`src/rtl/ext_mem_loader_pkg.sv`:
```
// Shared types for the external-memory loader.
// State encoding and the fixed phase order of a run.
package ext_mem_loader_pkg;

   typedef enum logic [2:0] {
      S_IDLE,
      S_LD_I,
      S_LD_D,
      S_RUN,
      S_RD_REQ,
      S_RD_WAIT,
      S_RD_OUT,
      S_FIN
   } state_t;

   // nz bit order: {dump, run, load data, load instr}
   function automatic state_t next_phase(input state_t cur,
                                         input logic [3:0] nz);
      logic [3:0] m;
      state_t     nxt;
      unique case (cur)
         S_IDLE:  m = 4'b1111;
         S_LD_I:  m = 4'b1110;
         S_LD_D:  m = 4'b1100;
         S_RUN:   m = 4'b1000;
         default: m = 4'b0000;
      endcase
      m = m & nz;
      priority case (1'b1)
         m[0]:    nxt = S_LD_I;
         m[1]:    nxt = S_LD_D;
         m[2]:    nxt = S_RUN;
         m[3]:    nxt = S_RD_REQ;
         default: nxt = S_FIN;
      endcase
      return nxt;
   endfunction

endpackage

```
`src/rtl/ext_mem_seq_counter.sv`:
```
// Loadable up/down counter with terminal-count compare.
// Used for word indexing and for the run-cycle countdown.
import ext_mem_loader_pkg::*;

module ext_mem_seq_counter #(
   parameter int W = 8
) (
   input  logic         clk,
   input  logic         arst_n,
   input  logic         load,
   input  logic [W-1:0] load_val,
   input  logic         en,
   input  logic         up,
   input  logic [W-1:0] tc_val,
   output logic [W-1:0] cnt,
   output logic         tc
);

   always_ff @(posedge clk or negedge arst_n) begin
      if (!arst_n) cnt <= '0;
      else if (load) cnt <= load_val;
      else if (en) cnt <= up ? cnt + 1'b1 : cnt - 1'b1;
   end

   assign tc = (cnt == tc_val);

endmodule

```
`src/rtl/reg_arstn_en.sv`:
```
// Enabled register with asynchronous active-low reset.
// Holds q until en is asserted.
module reg_arstn_en #(
   parameter int W = 1
) (
   input  logic         clk,
   input  logic         arst_n,
   input  logic         en,
   input  logic [W-1:0] d,
   output logic [W-1:0] q
);

   always_ff @(posedge clk or negedge arst_n) begin
      if (!arst_n) q <= '0;
      else if (en) q <= d;
   end

endmodule

```
`src/rtl/ext_mem_loader.sv`:
```
// Host-side loader: streams program/data into the core memories,
// runs the core for a set number of cycles, then dumps data memory.
import ext_mem_loader_pkg::*;

module ext_mem_loader #(
   parameter int IMEM_ADDR_W = 9,
   parameter int DMEM_ADDR_W = 10,
   parameter int RUN_W       = 32
) (
   input  logic                   clk,
   input  logic                   arst_n,
   input  logic                   start,
   input  logic [IMEM_ADDR_W:0]   imem_len,
   input  logic [DMEM_ADDR_W:0]   dmem_len,
   input  logic [RUN_W-1:0]       run_cycles,
   input  logic [DMEM_ADDR_W:0]   dump_len,
   input  logic                   in_valid,
   output logic                   in_ready,
   input  logic [63:0]            in_data,
   output logic                   out_valid,
   input  logic                   out_ready,
   output logic [63:0]            out_data,
   output logic                   cpu_enable,
   output logic [63:0]            addr_ext,
   output logic                   wen_ext,
   output logic                   ren_ext,
   output logic [31:0]            wdata_ext,
   input  logic [31:0]            rdata_ext,
   output logic [63:0]            addr_ext_2,
   output logic                   wen_ext_2,
   output logic                   ren_ext_2,
   output logic [63:0]            wdata_ext_2,
   input  logic [63:0]            rdata_ext_2,
   output logic                   busy,
   output logic                   done
);

   localparam int CNT_W =
      (IMEM_ADDR_W > DMEM_ADDR_W) ? IMEM_ADDR_W : DMEM_ADDR_W;
   localparam logic [IMEM_ADDR_W:0] I_CAP =
      {1'b1, {IMEM_ADDR_W{1'b0}}};
   localparam logic [DMEM_ADDR_W:0] D_CAP =
      {1'b1, {DMEM_ADDR_W{1'b0}}};

   state_t                 state;
   logic [IMEM_ADDR_W:0]   ilen;
   logic [DMEM_ADDR_W:0]   dlen;
   logic [DMEM_ADDR_W:0]   olen;
   logic                   run_nz;
   logic [3:0]             nz;
   logic [3:0]             nz_c;
   logic [IMEM_ADDR_W:0]   ilen_c;
   logic [DMEM_ADDR_W:0]   dlen_c;
   logic [DMEM_ADDR_W:0]   olen_c;

   logic                   start_fire;
   logic                   in_fire;
   logic                   out_fire;
   logic                   ld_i;
   logic                   ld_d;
   logic [CNT_W:0]         wlen;
   logic [CNT_W:0]         wlen_m1;
   logic [CNT_W-1:0]       w_cnt;
   logic                   w_tc;
   logic                   w_en;
   logic [RUN_W-1:0]       r_cnt;
   logic                   r_tc;
   logic                   unused;

   assign ilen_c = (imem_len > I_CAP) ? I_CAP : imem_len;
   assign dlen_c = (dmem_len > D_CAP) ? D_CAP : dmem_len;
   assign olen_c = (dump_len > D_CAP) ? D_CAP : dump_len;
   assign nz_c   = {olen_c != '0, run_cycles != '0,
                    dlen_c != '0, ilen_c != '0};
   assign nz     = {olen != '0, run_nz, dlen != '0, ilen != '0};

   assign ld_i       = (state == S_LD_I);
   assign ld_d       = (state == S_LD_D);
   assign start_fire = (state == S_IDLE) && start;
   assign in_ready   = ld_i || ld_d;
   assign in_fire    = in_ready && in_valid;
   assign out_valid  = (state == S_RD_OUT);
   assign out_fire   = out_valid && out_ready;
   assign cpu_enable = (state == S_RUN);
   assign busy       = (state != S_IDLE);
   assign done       = (state == S_FIN);

   always_comb begin
      wlen = (CNT_W+1)'(olen);
      if (ld_i) wlen = (CNT_W+1)'(ilen);
      else if (ld_d) wlen = (CNT_W+1)'(dlen);
   end

   assign wlen_m1 = wlen - 1'b1;
   assign w_en    = in_fire || out_fire;

   ext_mem_seq_counter #(.W(CNT_W)) u_word_cnt (
      .clk      (clk),
      .arst_n   (arst_n),
      .load     (start_fire || (w_en && w_tc)),
      .load_val ('0),
      .en       (w_en),
      .up       (1'b1),
      .tc_val   (wlen_m1[CNT_W-1:0]),
      .cnt      (w_cnt),
      .tc       (w_tc)
   );

   ext_mem_seq_counter #(.W(RUN_W)) u_run_cnt (
      .clk      (clk),
      .arst_n   (arst_n),
      .load     (start_fire),
      .load_val (run_cycles),
      .en       (cpu_enable),
      .up       (1'b0),
      .tc_val   (RUN_W'(1)),
      .cnt      (r_cnt),
      .tc       (r_tc)
   );

   reg_arstn_en #(.W(64)) u_out_reg (
      .clk    (clk),
      .arst_n (arst_n),
      .en     (state == S_RD_WAIT),
      .d      (rdata_ext_2),
      .q      (out_data)
   );

   always_ff @(posedge clk or negedge arst_n) begin
      if (!arst_n) begin
         state  <= S_IDLE;
         ilen   <= '0;
         dlen   <= '0;
         olen   <= '0;
         run_nz <= 1'b0;
      end else begin
         unique case (state)
            S_IDLE: if (start) begin
               ilen   <= ilen_c;
               dlen   <= dlen_c;
               olen   <= olen_c;
               run_nz <= nz_c[2];
               state  <= next_phase(S_IDLE, nz_c);
            end
            S_LD_I: if (in_fire && w_tc)
               state <= next_phase(S_LD_I, nz);
            S_LD_D: if (in_fire && w_tc)
               state <= next_phase(S_LD_D, nz);
            S_RUN: if (r_tc)
               state <= next_phase(S_RUN, nz);
            S_RD_REQ:  state <= S_RD_WAIT;
            S_RD_WAIT: state <= S_RD_OUT;
            S_RD_OUT: if (out_fire)
               state <= w_tc ? S_FIN : S_RD_REQ;
            S_FIN:     state <= S_IDLE;
            default:   state <= S_IDLE;
         endcase
      end
   end

   // Writes are presented combinationally in the handshake cycle
   assign wen_ext   = ld_i && in_valid;
   assign ren_ext   = 1'b0;
   assign wdata_ext = wen_ext ? in_data[31:0] : '0;
   assign addr_ext  = wen_ext ?
      64'({w_cnt[IMEM_ADDR_W-1:0], 2'b00}) : '0;

   assign wen_ext_2   = ld_d && in_valid;
   assign ren_ext_2   = (state == S_RD_REQ);
   assign wdata_ext_2 = wen_ext_2 ? in_data : '0;
   assign addr_ext_2  = (wen_ext_2 || ren_ext_2) ?
      64'({w_cnt[DMEM_ADDR_W-1:0], 3'b000}) : '0;

   assign unused = ^{rdata_ext, wlen_m1[CNT_W], r_cnt[0]};

endmodule

```
`config.mk`:
```
export PLATFORM = sky130hd
export DESIGN_NAME = ext_mem_loader
export DESIGN_NICKNAME = d
export VERILOG_FILES = /design/src/rtl/ext_mem_loader_pkg.sv /design/src/rtl/ext_mem_seq_counter.sv /design/src/rtl/reg_arstn_en.sv /design/src/rtl/ext_mem_loader.sv
export SDC_FILE = /design/constraint.sdc
export NUM_CORES = 1
export LEC_CHECK = 0
export CAP_MARGIN = 20
export CORE_AREA = 5 5 200 202
export CTS_BUF_LIST = sky130_fd_sc_hd__clkbuf_8
export CTS_CLUSTER_DIAMETER = 100
export CTS_CLUSTER_SIZE = 12
export DETAILED_ROUTE_END_ITERATION = 7
export DIE_AREA = 0 0 205 207
export DONT_BUFFER_PORTS = 1
export GPL_TIMING_DRIVEN = 0
export PLACE_DENSITY = 0.39
export SYNTH_ARGS = -nofsm -noshare
export SYNTH_HDL_FRONTEND = slang
export SYNTH_SLANG_ARGS = --single-unit
```
`constraint.sdc`:
```
create_clock -name clk -period 3.57 [get_ports clk]
set_input_delay 0.1785 -clock clk [delete_from_list [all_inputs] [get_ports clk]]
set_output_delay 0.1785 -clock clk [all_outputs]
set_load 0.02 [all_outputs]
```
# After elaboration in Yosys (flattened, before gate mapping)
# Cells that the tools add are included.
dict set report totals {
  regBits 142
  word_cells 100
}
dict set report op_classes {
  addsub 3
  magnitude_cmp 3
  eq_ne 14
  mux 44
  bitwise_logic 4
  n_reduce_logical 24
}
# op n
set op_table {}
lappend op_table {{$mux 32} 3}
lappend op_table {{$mux 64} 1}
lappend op_table {{$mux 3} 17}
lappend op_table {{$mux 10} 5}
lappend op_table {{$reduce_bool 11->1} 4}
lappend op_table {{$mux 11} 3}
lappend op_table {{$eq 32x1->1 const B} 1}
lappend op_table {{$mux 4} 8}
lappend op_table {{$reduce_bool 32->1} 1}
lappend op_table {{$sub 32x1->32 const B} 1}
lappend op_table {{$pmux 3 s8} 1}
lappend op_table {{$gt 11x11->1 const B} 2}
lappend op_table {{$reduce_bool 10->1} 2}
lappend op_table {{$and 4x4->4} 4}
lappend op_table {{$mux 13} 1}
lappend op_table {{$eq 3x3->1 const B} 4}
lappend op_table {{$add 10x1->10 const B} 1}
lappend op_table {{$eq 10x10->1} 1}
lappend op_table {{$gt 10x10->1 const B} 1}
lappend op_table {{$mux 2} 5}
lappend op_table {{$sub 10x1->10 const B} 1}
lappend op_table {{$ne 2x1->1 const B} 4}
lappend op_table {{$logic_and 1x1->1} 7}
lappend op_table {{$eq 3x2->1 const B} 2}
lappend op_table {{other kinds (8)} 12}

# Longest topological paths before layout
# Gate-level depths: netlist (run 1).
dict set report depth {
  depth_word 15
  mapped_depth 12
  ltp_nobuf 10
}

# Hierarchy
# Synthesis (run 1) repeated with hierarchy kept, for this count alone.
dict set report hier_totals {
  hier_cells 1149
  area_unflattened_um2 10894.2
}
# module n_inst cells_per_inst area_each_um2
set by_module_without_submodules {}
lappend by_module_without_submodules {ext_mem_loader 1 500 3839.9}
lappend by_module_without_submodules {{ext_mem_seq_counter (u_run_cnt)} 1 402 3380.7}
lappend by_module_without_submodules {reg_arstn_en 1 135 2678.8}
lappend by_module_without_submodules {{ext_mem_seq_counter (u_word_cnt)} 1 112 994.7}

# Least setup slack after synthesis (run 1)
# No wires, ideal clock.
dict set report synth_timing {
  path_kind {register -> register}
  startpoint {reg state[0]}
  endpoint {reg state[0]}
  arrival_time_ns 2.986
  required_time_ns 3.445
  path_slack_ns 0.459
  stages_incl_launch_ff 12
  synth_period_minus_slack_ns 3.111
  cell_sequence {dfrtp_1 -> buf_4 -> nand2b_1 -> a32oi_1 -> nand2_1 -> ha_1 -> or2_2 -> a211o_1 -> a32o_1 -> a211o_4 -> o32ai_4 -> mux2_4}
}
dict set report synth_via {
  elab_chain_len 8
}
# item line_no
set synth_rtl {}
lappend synth_rtl {{start: declaration} ext_mem_loader.sv:45} ;# state_t state;
lappend synth_rtl {{start signal: assignment} ext_mem_loader.sv:143} ;# state <= next_phase(S_IDLE, nz_c);
lappend synth_rtl {{start signal: assignment} ext_mem_loader.sv:146} ;# state <= next_phase(S_LD_I, nz);
lappend synth_rtl {{start signal: assignment} ext_mem_loader.sv:148} ;# state <= next_phase(S_LD_D, nz);
lappend synth_rtl {{$eq 3x2->1} {ext_mem_loader.sv:78, ext_mem_loader.sv:137}}
lappend synth_rtl {{$mux 10} ext_mem_loader.sv:91} ;# else if (ld_d) wlen = (CNT_W+1)'(dlen);
lappend synth_rtl {{$mux 10} ext_mem_loader.sv:90} ;# if (ld_i) wlen = (CNT_W+1)'(ilen);
lappend synth_rtl {{$sub 10x1->10} ext_mem_loader.sv:94} ;# assign wlen_m1 = wlen - 1'b1;
lappend synth_rtl {{$eq 10x10->1} ext_mem_seq_counter.sv:25} ;# assign tc = (cnt == tc_val);
lappend synth_rtl {{$mux 2 / $logic_and 1x1->1 (equally long branches)} {ext_mem_loader.sv:154, ext_mem_loader.sv:145, ext_mem_loader.sv:147}}
lappend synth_rtl {{$mux 3 / $ne 2x1->1 (equally long branches)} n/a}
lappend synth_rtl {{$pmux 3 s8 / $reduce_and 5->1 (equally long branches)} n/a}
# Several ways; a longest one is shown, not always the timed one. The select of a mux whose other input is x is not followed.
# A chain may end at the register's enable or synchronous reset.

# Worst setup path in the final report (run 1)
dict set report layout_timing {
  startpoint {reg state[1]}
  endpoint {reg state[0]}
}
# The elaborated chain is that of the path after synthesis.

==> results of run 1 <==
worst reg2reg max path, stage by stage, from the launching register on:
cell and delay, ns:
dfrtp_1 0.47, inv_1 0.24, a32oi_2 0.30, nand2_1 0.14, ha_1 0.28, or2_2 0.32, a211o_1 0.26, a32o_1 0.27
a211o_4 0.32, o32ai_4 0.36, mux2_4 0.33
cell usage in the layout, fill, tap and decap left out, drive strengths merged, types with 27 or more instances in the layout:
| master | instances |
|---|---|
| dfrtp | 142 |
| dlygate4sd3 | 129 |
| buf | 119 |
| conb | 110 |
| and2 | 106 |
| nand2 | 95 |
| mux2 | 66 |
| clkbuf | 55 |
| nor2 | 52 |
| nand3 | 33 |
| inv | 27 |
stage by stage:
stage	utilization, %	instance area (sq um)
final	30.5	11600
after global placement	25.8	9850
after CTS	30.4	11600
after detailed placement	25.8	9850
after floorplan	-	9200
after global routing	30.5	11600
synthesized netlist by cell type (3+ instances only):
cell type / count
clkbuf_1: 36
xor2_1: 7
o31ai_1: 3
nand4_1: 6
or4_1: 4
a221o_1: 8
nand2_1: 94
ha_1: 4
or2_2: 3
buf_4: 113
nor3b_1: 4
or3_1: 8
nand2b_1: 6
nor2b_1: 9
dfrtp_1: 142
nor4_1: 26
buf_2: 5
o311ai_0: 5
nor3_1: 18
a22oi_1: 4
a22o_1: 13
o21ai_1: 3
o21ai_0: 23
a32oi_1: 4
nand3_1: 32
a21oi_1: 22
mux2_2: 65
xnor2_1: 12
nand3b_1: 19
o211ai_1: 23
nor2_1: 52
o32a_1: 4
and2_1: 106
mux2i_1: 5
inv_1: 18
cell type report:
type                       count  area share (%)
multi-input combinational    732            39.5
sequential                   142            30.6
timing repair buffer         130            11.3
buffer                       155            8.78
tap                          518            5.58
clock buffer                  18            2.13
clock inverter                14            1.27
inverter                      19           0.614
antenna                        7           0.151
kinds of logic (layout without fill, tap and decap cells):
| group | Yosys count | after routing | synth area share [%] |
|---|---|---|---|
| other cells | 1 | 117 | 0.0427 |
| xor+xnor | 19 | 19 | 1.89 |
| flops | 142 | 142 | 40.4 |
| buf+inv | 174 | 336 | 12.3 |
| mux | 71 | 71 | 9.07 |
| simple gates | 393 | 393 | 23.8 |
| compound gates | 135 | 135 | 11.9 |
| fa+ha+maj | 4 | 4 | 0.569 |
state kept, by name (all words and copies together) (netlist names):
register,count
u_out_reg.q,64
run_nz,1
u_word_cnt.cnt,10
u_run_cnt.cnt,32
olen,11
ilen,10
dlen,11
state,3
routing by layer:
metal | GRT usage (%) | wire length (um)
met5 | 0 | 24
met4 | 4.23 | 648
met3 | 4.46 | 2990
met2 | 33.9 | 21600
met1 | 19.7 | 14500
repair_timing:
item,4_1_cts,5_1_grt
resized for setup,4,11
endpoints found under the setup margin,22,37
pin swaps,0,1
endpoints found under the hold margin,270,0
hold buffers,130,0
where the power goes:
part | total, mW | leakage (nW) | internal (mW) | switching (mW)
clock | 1.35 | 0.193 | 0.597 | 0.750
combinational | 4.12 | 3.13 | 1.68 | 2.45
sequential | 3.52 | 1.75 | 2.35 | 1.17
how the worst max path moves through the flow:
stage / from / endpoint / slack [ns]
finish: state[1] / state[0] / 0.18
global route: u_run_cnt.cnt[4] / u_run_cnt.cnt[29] / 0.01
CTS: state[2] / wdata_ext_2[11] / 0.02
detailed placement: state[2] / u_run_cnt.cnt[17] / -0.12
global placement: state[2] / u_run_cnt.cnt[17] / -0.07
floorplan: state[0] / state[0] / 0.46
==> impl_metrics.ini, run 1 <==
[run_status]
outcome = completed

[clock_tree]
numCtsBuffers = 17
cts_buffer_depth = 2
h-tree-depth = 4
postCtsSetupBuffers = 0
cts_sinks = 142
cts_tree = yes
cts_root_buf = clkbuf_8
cts.reportedPaths.clkPinSlew_ns = 0.09
worstSkewPairLatency_ns = 0.46

[pwr]
peakVddDrop_mv = 0.312
p_total_mw = 8.98
powerDensity_mw_per_mm2 = 773
power.leakage_nw = 5.07

[routing]
drt-initial-drc-count = 520
dr.pass1.iters = 5
drc_errors = 0
via_count = 7826
wl_per_cell_um = 22.9
routed_via_density = 4.51
drt_wl_total_um = 39700
ant_nets = 0

[floorplanning]
fp.coreArea_sq_mm = 0.0381
initial_core_util_pct = 23.1
die-height_um = 207
fp-row-count = 72
dieWidth_um = 205
dieArea_sq_mm = 0.0424
io_pins = 526

[global_routing]
antenna_found_initial = 25
grt_pass1_wl_um = 56400
grt_use_total_pct = 17.8
overflow = 0
grt_pass1_vias = 7804
grt_max_degree = 143

[sta]
fin_crit_ns = 3.39
max_slew_margin_pct = 46.0
setup_viol = 0
final_hold_viol_count = 0
holdWs_ns = 0.0386
worst_pin_slew_ns = 0.810
fmax_mhz = 295
clock_skew_ns = 0.0169
rsz0062_at_grt = false
min_period_over_period_pct = 95.1
setup_tns_ns = 0
drv_slew = 0
setup_slack_ns = 0.176

[worst_setup_path]
worst-path-stages = 10
critPathSlowestCell = dfrtp_1
start_kind = flop
rrSetupSlack_ns = 0.18
worstPathCellList = inv_1, a32oi_2, nand2_1, ha_1, or2_2, a211o_1, a32o_1, a211o_4, o32ai_4, mux2_4
r2r_start = state[1]
path_class = flop to flop
cp-end-kind = flop
critPathMaxFanout = 9
timing.rr.end = state[0]
slowest_delay_ns = 0.47
arrival_ns = 3.74
cp.buffers_inverters = 1
path_delay_family = compound AO/OA/AOI/OAI gates
r2r_cells = 10
cp.required_ns = 3.92

[finish]
fill_cells = 4055
fin_nets = 1430
layout-drive-gt1-share_pct = 20.2
regArea_sq_mm = 0.00356
fin_cells = 1735
areaGrowthSynthToFinish_pct = 32.2
multi_input_area_sq_mm = 0.00459

[logic_synthesis]
syn-cell-area_sq_mm = 0.00879
yosysSeqAreaShare_pct = 40.4
yosys.area.top_type = dfrtp_1
synth_area_leaders = dfrtp_1 40%, buf_4 9.6%, mux2_2 8.3%, and2_1 7.5%, nand2_1 4.0%
syn_avg_cell_area_sq_um = 9.36
postSynthCellCount = 939
yosys.cell_types.count = 63
synthFlopType = dfrtp_1
yosysTopAreaCellShare_pct = 40.4
synthArstFlopShare_pct = 100
synth_seq_cells = 142
synth_edf_count = 0
yosysWarnings = 0

[min_path]
hold_path.class = input port to flop
holdPathEnd = olen[5]
hold_depth = 2
worstHoldStart = dump_len[10]

[placed_design]
dp_slack_ns = -0.116
placed_cells = 1566
dp_hpwl_um = 31600
port_buffers = 0
gp_congestion = 0.877

[run]
drv_cap = 0
(Power assumes the default switching activity.)
==> run 2, diff against run 1 <==
--- a/config.mk
+++ b/config.mk
@@ -14,7 +14,6 @@
 export DIE_AREA = 0 0 205 207
 export DONT_BUFFER_PORTS = 1
 export GPL_TIMING_DRIVEN = 0
-export PLACE_DENSITY = 0.39
 export SYNTH_ARGS = -nofsm -noshare
 export SYNTH_HDL_FRONTEND = slang
 export SYNTH_SLANG_ARGS = --single-unit
==> run 2 against run 1 <==
  * Fmax fell by 1.2%
  * Critical endpoint is now addr_ext_2[9]
  * Total power fell by 0.24%
  * Largest power group unchanged
  * Largest cell class unchanged
  * Hold slack improved by 0.010 ns
  * Sequential share of layout area barely moved
==> impl_metrics.ini, run 2 (synthesis gave the netlist of run 1 again) <==
[sta]
final_hold_viol_count = 0
max_slew_margin_pct = 23.5
holdWs_ns = 0.0489
setup_viol = 0
fin_crit_ns = 3.44
clock_skew_ns = 0.0185
rsz0062_at_grt = false
drv_slew = 0
fmax_mhz = 291
min_period_over_period_pct = 96.3
worst_pin_slew_ns = 1.14
setup_tns_ns = 0

[pwr]
peakVddDrop_mv = 0.411
power.leakage_nw = 5.07
p_sw_mw = 4.31
p_int_mw = 4.65
clkPwrFrac_pct = 15.1
powerDensity_mw_per_mm2 = 773
p_seq_share_pct = 39.1
comb_power_share_pct = 45.8
switching_share_pct = 48.1

[clock_tree]
numCtsBuffers = 17
cts_root_buf = clkbuf_8
cts_sinks = 142
cts.reportedPaths.clkPinSlew_ns = 0.09
cts_buffer_depth = 2
worstSkewPairLatency_ns = 0.46
cts_tree = yes
h-tree-depth = 4

[floorplanning]
dieWidth_um = 205
io_pins = 526
initial_core_util_pct = 23.1
fp-row-count = 72
die-height_um = 207
fp.coreArea_sq_mm = 0.0381
dieArea_sq_mm = 0.0424

[worst_setup_path]
cp.buffers_inverters = 3
critPathSlowestCell = nor3_1
critPathMaxFanout = 10
slowest_delay_ns = 0.92
worstPathCellList = buf_4, buf_4, buf_2, nor3_1, nor2_1, nor2_1
arrival_ns = 3.26
cp-end-kind = output port
path_class = flop to output port
start_kind = flop
cp.required_ns = 3.39
path_delay_family = simple AND/OR/NAND/NOR gates

[run_status]
outcome = completed

[routing]
dr.pass1.iters = 5
routed_via_density = 4.53
drt_wl_total_um = 39300
ant_nets = 0
drc_errors = 0
drt-initial-drc-count = 480
wl_per_cell_um = 22.7
via_count = 7857

[global_routing]
overflow = 0
grt_pass1_wl_um = 55100
grt_pass1_vias = 7773
antenna_found_initial = 17
grt_max_degree = 143
grt_use_total_pct = 17.5

[finish]
top_register = u_out_reg.q
fin_nets = 1430
areaGrowthSynthToFinish_pct = 32.0
final_common_cell = dfrtp_1
multi_input_area_sq_mm = 0.00458
fill_cells = 3983
layout-drive-gt1-share_pct = 19.7
top_regs = u_out_reg.q: 64 flops, u_run_cnt.cnt: 32 flops
largest_reg_flops = 64
layout_common_cells = 141 x dfrtp_1, 129 x dlygate4sd3_1, 113 x buf_4
regArea_sq_mm = 0.00355

[min_path]
hold_path.class = input port to flop

[placed_design]
gp_congestion = 0.896
dp_hpwl_um = 31000
port_buffers = 0

[run]
drv_cap = 0
[run 2: worst paths after layout]
kind / startpoint / endpoint / slack (ns) / depth (start not counted)
max: state[0] / addr_ext_2[9] / 0.13 / 6
min: dump_len[10] / olen[6] / 0.05 / 2
max reg2reg: state[2] / state[0] / 0.16 / 11
min reg2reg: olen[10] / olen[10] / 0.48 / 2
max in group asynchronous: arst_n / u_out_reg.q[6] / 2.61 / 2
min in group asynchronous: arst_n / u_out_reg.q[51] / 0.35 / 2
[run 2: cell type report]
| class | instances | area share, % |
|---|---|---|
| Sequential cell | 142 | 30.6 |
| Inverter | 19 | 0.615 |
| Clock inverter | 15 | 1.40 |
| Tap cell | 518 | 5.59 |
| Antenna cell | 5 | 0.108 |
| Multi-Input combinational cell | 732 | 39.5 |
| Buffer | 155 | 8.75 |
| Timing Repair Buffer | 130 | 11.4 |
| Clock buffer | 17 | 2.02 |
[run 2: metrics by stage]
step	cell area, sq um	power, mW	utilization (%)	std cells	setup WS, ns
floorplan	9200	6.38	-	1048	0.459
global placement	9850	7.28	25.8	1566	0.119
detailed placement	9850	7.41	25.8	1566	0.145
CTS	11600	8.96	30.4	1728	0.0186
global route	11600	9.53	30.4	1731	0.0130
finish	11600	8.96	30.4	1733	0.133
[run 2: power groups by stage]
stage / logic (mW) / clock network [mW] / registers, mW
2_1_floorplan: 3.13 / 0 / 3.26
3_3_place_gp: 3.78 / 0 / 3.50
3_5_place_dp: 3.89 / 0 / 3.52
4_1_cts: 4.07 / 1.39 / 3.50
5_1_grt: 4.48 / 1.45 / 3.59
6_report: 4.11 / 1.35 / 3.51
[run 2: layer usage]
metal	GRT usage (%)	vias up	wire length [um]
met4	4.37	2	622
met1	17.7	3798	13100
met5	0	-	13
met3	4.58	55	3230
li1	-	3596	-
met2	34.8	406	22300
[run 2: worst reg2reg max path, cell delays in order (launching register included)]
cell      delay, ns
dfrtp_1        0.45
buf_2          0.24
nor2_1         0.08
o211ai_1       0.26
nand2_1        0.15
ha_1           0.28
or2_2          0.32
a211o_1        0.26
a32o_1         0.27
a211o_4        0.31
o32ai_4        0.35
mux2_4         0.33
[run 2: timing repair]
| action | in CTS | in global routing |
|---|---|---|
| resized for setup | 2 | 6 |
| hold buffers | 130 | 0 |
| hold endpoints to repair | 270 | 0 |
| setup buffers | 0 | 0 |
| endpoints found under the setup margin | 44 | 13 |
